==> src/rtl/button_pkg.sv <==
// Shared types and defaults for the push-button front end.
package button_pkg;

    typedef enum logic {MODE_UP = 1'b0, MODE_DOWN = 1'b1} mode_e;

    // 10 ms at the 27 MHz board clock.
    localparam int DEFAULT_DEBOUNCE_CYCLES = 270000;

endpackage

==> src/rtl/button_input_debounce_channel.sv <==
// One button channel: 2-flop synchroniser, polarity normalisation,
// stability counter and single-cycle press/release pulses.
module debounce_channel #(
    parameter int DEBOUNCE_CYCLES = 270000,
    parameter bit ACTIVE_LOW      = 1'b1
) (
    input  logic clk,
    input  logic rst,
    input  logic pin,
    output logic level,
    output logic press,
    output logic rel        // "release" is a reserved word in SystemVerilog
);

    localparam int             CW       = $clog2(DEBOUNCE_CYCLES + 1);
    localparam logic [CW-1:0]  CNT_LAST = CW'(DEBOUNCE_CYCLES - 1);
    localparam logic           IDLE_PIN = ACTIVE_LOW ? 1'b1 : 1'b0;

    logic          sync1;
    logic          sync2;
    logic          p;
    logic [CW-1:0] cnt;

    // p = 1 means pressed, whatever the pin polarity.
    assign p = sync2 ^ IDLE_PIN;

    always_ff @(posedge clk) begin
        if (rst) begin
            // NOTE: the synchroniser resets to the released pin value so a button
            // held through reset is re-qualified instead of seen as an instant press.
            sync1 <= IDLE_PIN;
            sync2 <= IDLE_PIN;
            cnt   <= '0;
            level <= 1'b0;
            press <= 1'b0;
            rel   <= 1'b0;
        end else begin
            // NOTE: all state here uses non-blocking assignments so every flop
            // samples the pre-edge values; blocking would collapse the sync chain.
            sync1 <= pin;
            sync2 <= sync1;
            press <= 1'b0;
            rel   <= 1'b0;
            if (p == level) begin
                cnt <= '0;
            end else if (cnt >= CNT_LAST) begin
                level <= ~level;
                cnt   <= '0;
                press <= ~level;
                rel   <= level;
            end else begin
                cnt <= cnt + 1'b1;
            end
        end
    end

endmodule

==> src/rtl/button_input.sv <==
// Push-button front end: two debounced channels plus the count-direction
// mode register (btn1 selects up, btn2 selects down).
module button_input
    import button_pkg::*;
#(
    parameter int DEBOUNCE_CYCLES = DEFAULT_DEBOUNCE_CYCLES,
    parameter bit ACTIVE_LOW      = 1'b1
) (
    input  logic clk,
    input  logic rst,
    input  logic btn1,
    input  logic btn2,
    output logic btn1_level,
    output logic btn2_level,
    output logic btn1_press,
    output logic btn2_press,
    output logic btn1_release,
    output logic btn2_release,
    output logic mode
);

    mode_e mode_q;

    debounce_channel #(
        .DEBOUNCE_CYCLES (DEBOUNCE_CYCLES),
        .ACTIVE_LOW      (ACTIVE_LOW)
    ) u_ch1 (
        .clk   (clk),
        .rst   (rst),
        .pin   (btn1),
        .level (btn1_level),
        .press (btn1_press),
        .rel   (btn1_release)
    );

    debounce_channel #(
        .DEBOUNCE_CYCLES (DEBOUNCE_CYCLES),
        .ACTIVE_LOW      (ACTIVE_LOW)
    ) u_ch2 (
        .clk   (clk),
        .rst   (rst),
        .pin   (btn2),
        .level (btn2_level),
        .press (btn2_press),
        .rel   (btn2_release)
    );

    // Simultaneous presses are ambiguous, so they leave the mode alone.
    always_ff @(posedge clk) begin
        if (rst) begin
            mode_q <= MODE_UP;
        end else if (btn1_press && !btn2_press) begin
            mode_q <= MODE_UP;
        end else if (btn2_press && !btn1_press) begin
            mode_q <= MODE_DOWN;
        end
    end

    assign mode = mode_q;

endmodule
==> config.mk <==
export PLATFORM = sky130hd
export DESIGN_NAME = button_input
export DESIGN_NICKNAME = d
export VERILOG_FILES = /design/src/rtl/button_pkg.sv /design/src/rtl/button_input_debounce_channel.sv /design/src/rtl/button_input.sv
export SDC_FILE = /design/constraint.sdc
export NUM_CORES = 1
export LEC_CHECK = 0
export ABC_AREA = 1
export CAP_MARGIN = 20
export CORE_ASPECT_RATIO = 0.9
export CORE_MARGIN = 2
export CORE_UTILIZATION = 45
export CTS_BUF_LIST = sky130_fd_sc_hd__clkbuf_2 sky130_fd_sc_hd__clkbuf_4 sky130_fd_sc_hd__clkbuf_8
export DETAILED_ROUTE_END_ITERATION = 10
export GPL_TIMING_DRIVEN = 0
export PLACE_DENSITY = 0.68
export SYNTH_ARGS = -nofsm -noshare
export SYNTH_HDL_FRONTEND = slang
export SYNTH_SLANG_ARGS = --single-unit
==> constraint.sdc <==
create_clock -name clk -period 1.7 [get_ports clk]
set_clock_uncertainty 0.2 [all_clocks]
set_input_delay 0.34 -clock clk [delete_from_list [all_inputs] [get_ports clk]]
set_output_delay 0.34 -clock clk [all_outputs]
set_load 0.005 [all_outputs]
==> results of run 1 <==
## timing repair
item	CTS	global route
pin swaps	12	26
hold buffers	0	0
gates resized for setup	44	55
cloned	3	0
buffers inserted	10	18
setup endpoints to repair	41	45
## cell type report
type,count,area (µm²)
Tap cell,67,83.8
Timing Repair Buffer,40,382
Sequential cell,49,1010
Clock buffer,5,68.8
Fill cell,432,1970
Multi-Input combinational cell,230,1490
Buffer,2,31.3
Inverter,44,168
Clock inverter,3,25.0
## worst max-delay path by stage
stage / start / cells past startpoint / slack, ps / endpoint
final: u_ch2.cnt[12] / 9 / -7 / u_ch2.cnt[5]
after global routing: u_ch2.cnt[13] / 10 / -90 / u_ch2.cnt[4]
after CTS: u_ch2.cnt[0] / 9 / -20 / u_ch2.cnt[14]
after detailed placement: rst / 7 / -390 / u_ch1.cnt[10]
after global placement: rst / 7 / -360 / u_ch1.cnt[10]
after floorplan: u_ch1.cnt[0] / 9 / 50 / u_ch1.cnt[9]
## state kept, by name (all words and copies together), names as in the netlist
signal,cells
mode,1
u_ch1.cnt,19
u_ch1.level,1
u_ch1.press,1
u_ch1.rel,1
u_ch1.sync1,1
u_ch1.sync2,1
u_ch2.cnt,19
u_ch2.level,1
u_ch2.press,1
u_ch2.rel,1
u_ch2.sync1,1
u_ch2.sync2,1
## metrics by stage
| stage | TNS (ps) | hold slack [ps] |
|---|---|---|
| CTS | -22.0 | 223 |
| floorplan | 0 | 189 |
| detailed placement | -11540 | 198 |
| global route | -1390 | 150 |
| finish | -15.2 | 135 |
| global placement | -10380 | 193 |
## kinds of logic after synthesis
family | after synthesis
flops | 49
buf+inv | 46
fa+ha+maj | 2
compound gates | 18
simple gates | 183
xor+xnor | 26
## power groups by stage
stage	Sequential, µW	Combinational, µW	Clock (µW)
floorplan	1180	22.5	0
global placement	1180	34.6	0
detailed placement	1180	35.0	0
CTS	1150	48.8	755
global route	1150	61.0	809
finish	1150	56.8	740
## per-layer routing
| layer | global-route usage [%] | routed length (µm) | vias to the layer above |
|---|---|---|---|
| li1 | - | - | 1100 |
| met5 | 0 | 0 | - |
| met3 | 5.16 | 169 | 2 |
| met2 | 28.6 | 2480 | 35 |
| met4 | 4.52 | 16 | 0 |
| met1 | 21.9 | 2480 | 956 |
## synth_stat cells
library cell	n	share of area, %
xor2_1	18	6.5
a21oi_1	12	2.5
nand2_4	1	0.46
inv_1	44	6.8
nand3_4	1	0.72
o21ai_0	5	1.0
ha_1	2	1.0
nand3_1	18	3.7
or2_2	6	1.5
buf_12	1	0.82
or2_4	1	0.36
nand2_2	2	0.52
nor3b_1	2	0.62
nor2_4	13	6.0
buf_6	1	0.46
nand4_1	8	2.1
nand2_1	57	8.8
dfxtp_1	49	40
nor3_1	5	1.0
nor2_1	64	9.9
nor2_2	2	0.52
o21ai_1	1	0.21
nand3b_1	1	0.31
xnor2_1	8	2.9
nor3_2	2	0.82
==> impl_metrics.tcl, run 1 <==
set metrics [dict create \
    slew_headroom_pct 80.2 \
    cp_num_buf_inv 2 \
    p_sw_uw 470 \
    rsz0062_at_grt "true" \
    fin_crit_ps 1710 \
    grt_pass1_wl_um 7990 \
    pwr-share-clk_pct 38.0 \
    p_leak_uw 0.00138 \
    crit_fanout 5 \
    grt-ovfl-total 0 \
    synth_fa_ha_area_share_pct 1.03 \
    fin_crit_sh_pct 100 \
    setup_ws_ps -6.92 \
    placed_cells 401 \
    cts_buffer_depth 2 \
    outcome "complete, but fails checks" \
    grt_max_degree 18 \
    vdd_drop_max_v 0.000395 \
    via_per_inst 4.76 \
    final_cells 440 \
    critPathRequiredTime_ps 1700 \
    ant_nets 0 \
    hold_end "u_ch2.sync2" \
    finalSetupViolCount 4 \
    portBuffers 10 \
    cpMostUsedCell "nor2_4" \
    hold_path_depth 2 \
    place_area_um2 2610 \
    synth_compound_area_share_pct 3.71 \
    drv_slew 0 \
    core-area_um2 5220 \
    r2r_slack_ps -7 \
    antenna_found_initial 0 \
    synthCells 324 \
    worstMarginPinSlew_ps 295 \
    synth.distinct_cells 25 \
    worstSetupEndpointType "register" \
    clk_latency_ps 320 \
    combPwrFrac_pct 2.9 \
    hold_viol_final 0 \
    path_delay_family "simple AND/OR/NAND/NOR gates" \
    drt-pass1-iter-count 4 \
    boundaryPins 11 \
    cts_sinks 49 \
    die_y_um 73.7 \
    crit_path_cell_trace "nand4_1, nor2_1, nand3_2, nand2_2, nor2_4, nand2_4, buf_6, buf_12, nor2_4" \
    grt_usage_pct 17.3 \
    start_util_pct 46.5 \
    yosysSeqAreaShare_pct 40.4 \
    pwr-share-seq_pct 59.1 \
    violations "negative setup slack" \
    fin_util_pct 62.4 \
    routed_wirelength_um 5150 \
    r2r-start "u_ch2.cnt[12]" \
    ys_ff_latch 49 \
    n_antenna_cell 0 \
    post-dp-hpwl_um 3090 \
    vias 2093 \
    gp_congestion 0.816 \
    drt_iter0_markers 82 \
    netSwitchingFraction_pct 24.1 \
    htreeDepth 2 \
    area_growth_syn_to_layout_pct 34.2 \
    reg2reg_to "u_ch2.cnt[5]" \
    die_area_um2 6000 \
    final_area_um2 3260 \
    final_cell_mix "nor2_1 (50), nand2_1 (46), inv_1 (39)" \
    final_common_cell "nor2_1" \
    synth_simple_gate_area_share_pct 37.4 \
    drc_errors 0 \
    grt_pass1_vias 1852 \
    synth_top_family_by_area "simple AND/OR/NAND/NOR gates" \
    power_uw 1950 \
    internal_power_uw 1480 \
    post_synth_mux_area_share_pct 0 \
    cts_tree "yes" \
    drive_gt1_share_pct 36.7 \
    die_width_um 81.4 \
    wire_per_inst_um 11.7 \
    fp-row-count 25 \
    cts_root_buf "clkbuf_8" \
    hp-class "primary input to register" \
    p_per_area_nw_per_um2 598 \
    path_class "register to register" \
    worstPathArrival_ps 1710 \
    syn_avg_cell_area_um2 7.50 \
    slowest_stage "dfxtp_2" \
    path_clk_slew_ps 100 \
    syn_area_um2 2430 \
    slowest_delay_ps 390 \
    min_from "rst" \
    dp_slack_ps -394 \
    final_nets 378 \
    max_clock_freq_ghz 0.586 \
    synth_xor_area_share_pct 9.38 \
    cts_buffers 5 \
    syn-num-nets 330 \
    start_kind "register" \
    cap_violations 0 \
    reg2regPathDepth 9 \
    ys_warn_count 0 \
]
No activity file was read; power rests on OpenSTA's default activity.
==> run 2: changes to the inputs <==
--- a/config.mk
+++ b/config.mk
@@ -13,7 +13,7 @@
 export CTS_BUF_LIST = sky130_fd_sc_hd__clkbuf_2 sky130_fd_sc_hd__clkbuf_4 sky130_fd_sc_hd__clkbuf_8
 export DETAILED_ROUTE_END_ITERATION = 10
 export GPL_TIMING_DRIVEN = 0
-export PLACE_DENSITY = 0.68
+export PLACE_DENSITY = 0.65
 export SYNTH_ARGS = -nofsm -noshare
 export SYNTH_HDL_FRONTEND = slang
 export SYNTH_SLANG_ARGS = --single-unit
==> constraint.sdc (replaced) <==
create_clock -name clk -period 2 [get_ports clk]
set_clock_uncertainty 0.2 [all_clocks]
set_input_delay 0.4 -clock clk [delete_from_list [all_inputs] [get_ports clk]]
set_output_delay 0.4 -clock clk [all_outputs]
set_load 0.005 [all_outputs]
==> run 2 against run 1 <==
- the flow now finishes without violations
- critical path type is now register to primary output
- sequential cell count did not move
- clock-buffer cell count stayed put
- final cell count is 7.0% lower
- setup slack gained 170 ps
- critical endpoint is now btn1_level
- clock power fell by 20%
- hold slack improved by 86 ps
==> impl_metrics.tcl, run 2 (same netlist as run 1, synthesis figures left out) <==
set metrics [dict create \
    outcome "finished, final reports clean" \
    hold_path_depth 1 \
    ant_nets 0 \
    path_delay_family "buffers and inverters" \
    final_common_cell "nor2_1" \
    fin_setup_tns_ps 0 \
    core-area_um2 5220 \
    slew_headroom_pct 76.2 \
    cap_violations 0 \
    hold_buffers 0 \
    fp-row-count 25 \
    n_antenna_cell 0 \
    pwr-share-clk_pct 36.9 \
    cts_root_buf "clkbuf_8" \
    htreeDepth 2 \
    post_cts_buffers 0 \
    worstSetupEndpointType "primary output" \
    final_nets 347 \
    slowest_stage "clkdlybuf4s50_1" \
    grt_pass1_vias 1752 \
    drv_slew 0 \
    cts_buffers 5 \
    fin_crit_sh_pct 91.6 \
    setup_ws_ps 168 \
    hp-class "register to register" \
    path_clk_slew_ps 100 \
    internal_power_uw 1250 \
    cts_tree "yes" \
    grt_pass1_wl_um 7400 \
    cts_sinks 49 \
    drt-pass1-iter-count 4 \
    finalSetupViolCount 0 \
    fillCellCount 506 \
    routed_wirelength_um 4080 \
    crit_path_cell_trace "clkdlybuf4s50_1" \
    p_sw_uw 358 \
    die_area_um2 6000 \
    cp_num_cells 1 \
    worstMarginPinSlew_ps 357 \
    fin_crit_ps 1830 \
    final-seq-area_um2 982 \
    wire_per_inst_um 9.98 \
    grt_usage_pct 15.8 \
    reg2regPathDepth 9 \
    start_kind "register" \
    reg.largest.list "u_ch1.cnt (19), u_ch2.cnt (19)" \
    die_width_um 81.4 \
    pwr-share-seq_pct 61.2 \
    gp_congestion 0.804 \
    critPathRequiredTime_ps 1400 \
    grt-ovfl-total 0 \
    rsz0062_at_grt "false" \
    drt_iter0_markers 111 \
    area_growth_syn_to_layout_pct 12.0 \
    slowest_delay_ps 520 \
    combPwrFrac_pct 1.8 \
    boundaryPins 11 \
    portBuffers 10 \
    antenna_found_initial 0 \
    die_y_um 73.7 \
    max_clock_freq_ghz 0.546 \
    final_cell_mix "nor2_1 (63), nand2_1 (57), dfxtp_1 (48)" \
    cts_buffer_depth 2 \
    drive_gt1_share_pct 12.0 \
    post-dp-hpwl_um 3090 \
    start_util_pct 46.5 \
    vdd_drop_max_v 0.000317 \
    grt_max_degree 18 \
    drc_errors 0 \
    worstPathArrival_ps 1230 \
    p_leak_uw 0.000993 \
    crit_fanout 5 \
    hold_viol_final 0 \
    clk_latency_ps 300 \
    multi_input_area_um2 1260 \
    p_per_area_nw_per_um2 590 \
    cts_resized 0 \
    netSwitchingFraction_pct 22.3 \
    path_class "register to primary output" \
    cp_num_buf_inv 1 \
    vias 1878 \
    dp_slack_ps -141 \
    via_per_inst 4.59 \
]
-- run 2: changes by cell type in the layout (fill, tap and decap cells not counted), moves of 8 or more --
cell | previous run | this run
dfxtp_2 | 21 | 1
nand2_2 | 10 | 2
dfxtp_1 | 26 | 48
clkdlybuf4s50_1 | 2 | 10
nand2_1 | 46 | 57
nor2_1 | 50 | 63
buf_4 | 25 | 0
-- run 2: per-layer routing --
| layer | GRT usage, % | wire, µm | share of wire, % | vias up |
|---|---|---|---|---|
| met1 | 21.7 | 2210 | 54 | 820 |
| met3 | 3.32 | 119 | 2.9 | 4 |
| li1 | - | - | - | 1033 |
| met4 | 6.21 | 57 | 1.4 | 0 |
| met5 | 0 | 0 | 0 | - |
| met2 | 24.0 | 1700 | 42 | 21 |
-- run 2: final cells by class --
| cell class | instances | share of cell area (%) |
|---|---|---|
| flip-flops and latches | 49 | 36.1 |
| clock inverters | 3 | 0.920 |
| well taps | 67 | 3.08 |
| inverters | 44 | 6.07 |
| plain buffers | 2 | 1.15 |
| repair buffers | 10 | 3.68 |
| multi-input cells | 229 | 46.4 |
| clock buffers | 5 | 2.53 |
-- run 2: power groups by stage --
stage               Clock (µW)  Combinational [µW]  Sequential [µW]
finish                     592                29.6              982
CTS                        628                30.0              982
global placement             0                29.9             1000
floorplan                    0                19.2             1000
detailed placement           0                29.9             1000
global route               662                32.7              983
-- run 2: worst paths after layout --
path                     start            end  slack [ps]
hold reg to reg    u_ch2.sync1    u_ch2.sync2         220
setup reg to reg  u_ch2.cnt[0]  u_ch2.cnt[14]         200
hold / removal     u_ch2.sync1    u_ch2.sync2         220
setup / recovery   u_ch1.level     btn1_level         170
-- run 2: metrics by stage --
stage | cells | utilization (%) | hold WS (ps) | total power [µW] | area [µm²]
3_5_place_dp | 401 | 50.0 | 197 | 1030 | 2610
4_1_cts | 409 | 51.8 | 224 | 1640 | 2710
6_report | 409 | 52.0 | 221 | 1600 | 2720
3_3_place_gp | 401 | 50.0 | 195 | 1030 | 2610
2_1_floorplan | 324 | - | 189 | 1020 | 2430
5_1_grt | 409 | 52.0 | 242 | 1680 | 2720
==> run 3: changes to the inputs <==
--- a/config.mk
+++ b/config.mk
@@ -17,3 +17,4 @@
 export SYNTH_ARGS = -nofsm -noshare
 export SYNTH_HDL_FRONTEND = slang
 export SYNTH_SLANG_ARGS = --single-unit
+export TNS_END_PERCENT = 1
==> constraint.sdc (replaced) <==
create_clock -name clk -period 2 [get_ports clk]
set_clock_uncertainty 0.2 [all_clocks]
set_input_delay 0.4 -clock clk [delete_from_list [all_inputs] [get_ports clk]]
set_output_delay 0.4 -clock clk [all_outputs]
set_load 0.1 [all_outputs]
==> run 3 against run 2 <==
- die area is the same
- register-to-register slack is essentially flat
- cell area grew 0.74%
- core utilization grew 0.38 points
- sequential power is essentially flat
- via count shrank 0.11%
- global-route usage shrank 0.47 points
- non-clock buffer count is the same
- clock power grew 21%
- maximum frequency shrank 2.7%
- power grew 7.7%
- critical endpoint is now btn2_level
==> impl_metrics.tcl, run 3 (same netlist as run 1, synthesis figures left out) <==
set metrics [dict create \
    hold_viol_final 0 \
    reg2regPathDepth 9 \
    cap_violations 0 \
    drt_iter0_markers 116 \
    htreeDepth 2 \
    drc_errors 0 \
    max_clock_freq_ghz 0.531 \
    start_util_pct 46.5 \
    wire_per_inst_um 10.0 \
    slew_headroom_pct 63.9 \
    start_kind "register" \
    r2r-start "u_ch2.cnt[0]" \
    fp-row-count 25 \
    grt_pass1_vias 1717 \
    hold_buffers 0 \
    die_y_um 73.7 \
    final_cell_mix "nor2_1 (64), nand2_1 (57), dfxtp_1 (47)" \
    pwr-share-seq_pct 56.8 \
    internal_power_uw 1370 \
    p_per_area_nw_per_um2 630 \
    placed_cells 401 \
    r2r_slack_ps 190 \
    path_class "register to primary output" \
    drv_slew 0 \
    drive_gt1_share_pct 13.7 \
    fillCellCount 531 \
    die_area_um2 6000 \
    gp_congestion 0.823 \
    cts_tree "yes" \
    portBuffers 10 \
    p_sw_uw 359 \
    routed_wirelength_um 4100 \
    critPathLaunch "u_ch2.level" \
    core-area_um2 5220 \
    grt_max_degree 17 \
    die_width_um 81.4 \
    pwr-share-clk_pct 41.5 \
    boundaryPins 11 \
    critPathRequiredTime_ps 1400 \
    slowest_delay_ps 580 \
    area_growth_syn_to_layout_pct 12.8 \
    rsz0062_at_grt "false" \
    cts_resized 21 \
    reg.largest.list "u_ch1.cnt (19), u_ch2.cnt (19)" \
    path_delay_family "buffers and inverters" \
    via_per_inst 4.59 \
    hp-class "register to register" \
    post-dp-hpwl_um 3050 \
    vdd_drop_max_v 0.000298 \
    cp_num_buf_inv 1 \
    fin_crit_ps 1880 \
    timing.hold.ws_ps 217 \
    crit_fanout 5 \
    grt_pass1_wl_um 7200 \
    final_nets 347 \
    final_cells 409 \
    hold_end "u_ch1.sync2" \
    cts_sinks 49 \
    path_clk_slew_ps 90 \
    combPwrFrac_pct 1.7 \
    fin_crit_sh_pct 94.2 \
    ant_nets 0 \
    cts_root_buf "clkbuf_8" \
    netSwitchingFraction_pct 20.8 \
    min_from "u_ch1.sync1" \
    outcome "finished, final reports clean" \
    n_antenna_cell 0 \
    vias 1876 \
    finalSetupViolCount 0 \
    cts_buffer_depth 2 \
    post_cts_buffers 0 \
    worstMarginPinSlew_ps 544 \
    grt_usage_pct 15.3 \
    cts_buffers 5 \
    grt-ovfl-total 0 \
    reg2reg_to "u_ch2.cnt[18]" \
    worstPathArrival_ps 1280 \
    hold_path_depth 1 \
    clk_latency_ps 300 \
    p_leak_uw 0.00101 \
    worstSetupEndpointType "primary output" \
    crit_path_cell_trace "clkdlybuf4s15_2" \
    antenna_found_initial 0 \
    slowest_stage "clkdlybuf4s15_2" \
    final_common_cell "nor2_1" \
    drt-pass1-iter-count 4 \
]
run 3: per-stage QoR:
stage	area [µm²]	worst slack (ps)	util [%]	setup TNS [ps]	total power [µW]
finish	2740	116	52.4	0	1730
global route	2740	16.7	52.4	0	1790
CTS	2740	102	52.4	0	1750
detailed placement	2610	-146	50.0	-2590	1030
global placement	2610	-138	50.0	-2510	1030
floorplan	2430	-57.5	-	-573	1020
run 3: how the worst max path moves through the flow:
stage / cells past startpoint / to / slack [ps]
after floorplan: 5 / u_ch2.cnt[5] / -60
after global placement: 7 / u_ch1.cnt[16] / -140
after detailed placement: 7 / u_ch1.cnt[10] / -150
after CTS: 1 / btn2_level / 100
after global routing: 9 / u_ch2.cnt[14] / 20
final: 1 / btn2_level / 120
run 3: power by group through the flow:
stage,registers (µW),logic (µW),clock network (µW)
5_1_grt,983,33.0,775
2_1_floorplan,1000,19.1,0
6_report,982,29.3,716
3_3_place_gp,1000,29.8,0
4_1_cts,982,30.1,739
3_5_place_dp,1000,29.9,0
run 3: layer usage:
layer | routed length, µm | vias to the layer above | GRT usage, %
li1 | - | 1037 | -
met1 | 2270 | 814 | 21.6
met2 | 1670 | 23 | 22.5
met3 | 135 | 2 | 3.32
met4 | 29 | 0 | 6.21
met5 | 0 | - | 0
run 3: layout make-up:
type                            instances  area, µm²  share of cell area [%]
Clock inverter                          3       46.3                    1.69
Tap cell                               67       83.8                    3.06
Inverter                               44        165                    6.03
Buffer                                  2       31.3                    1.14
Timing Repair Buffer                   10        109                    3.97
Clock buffer                            5       68.8                    2.51
Multi-Input combinational cell        229       1250                    45.7
Sequential cell                        49        983                    35.9
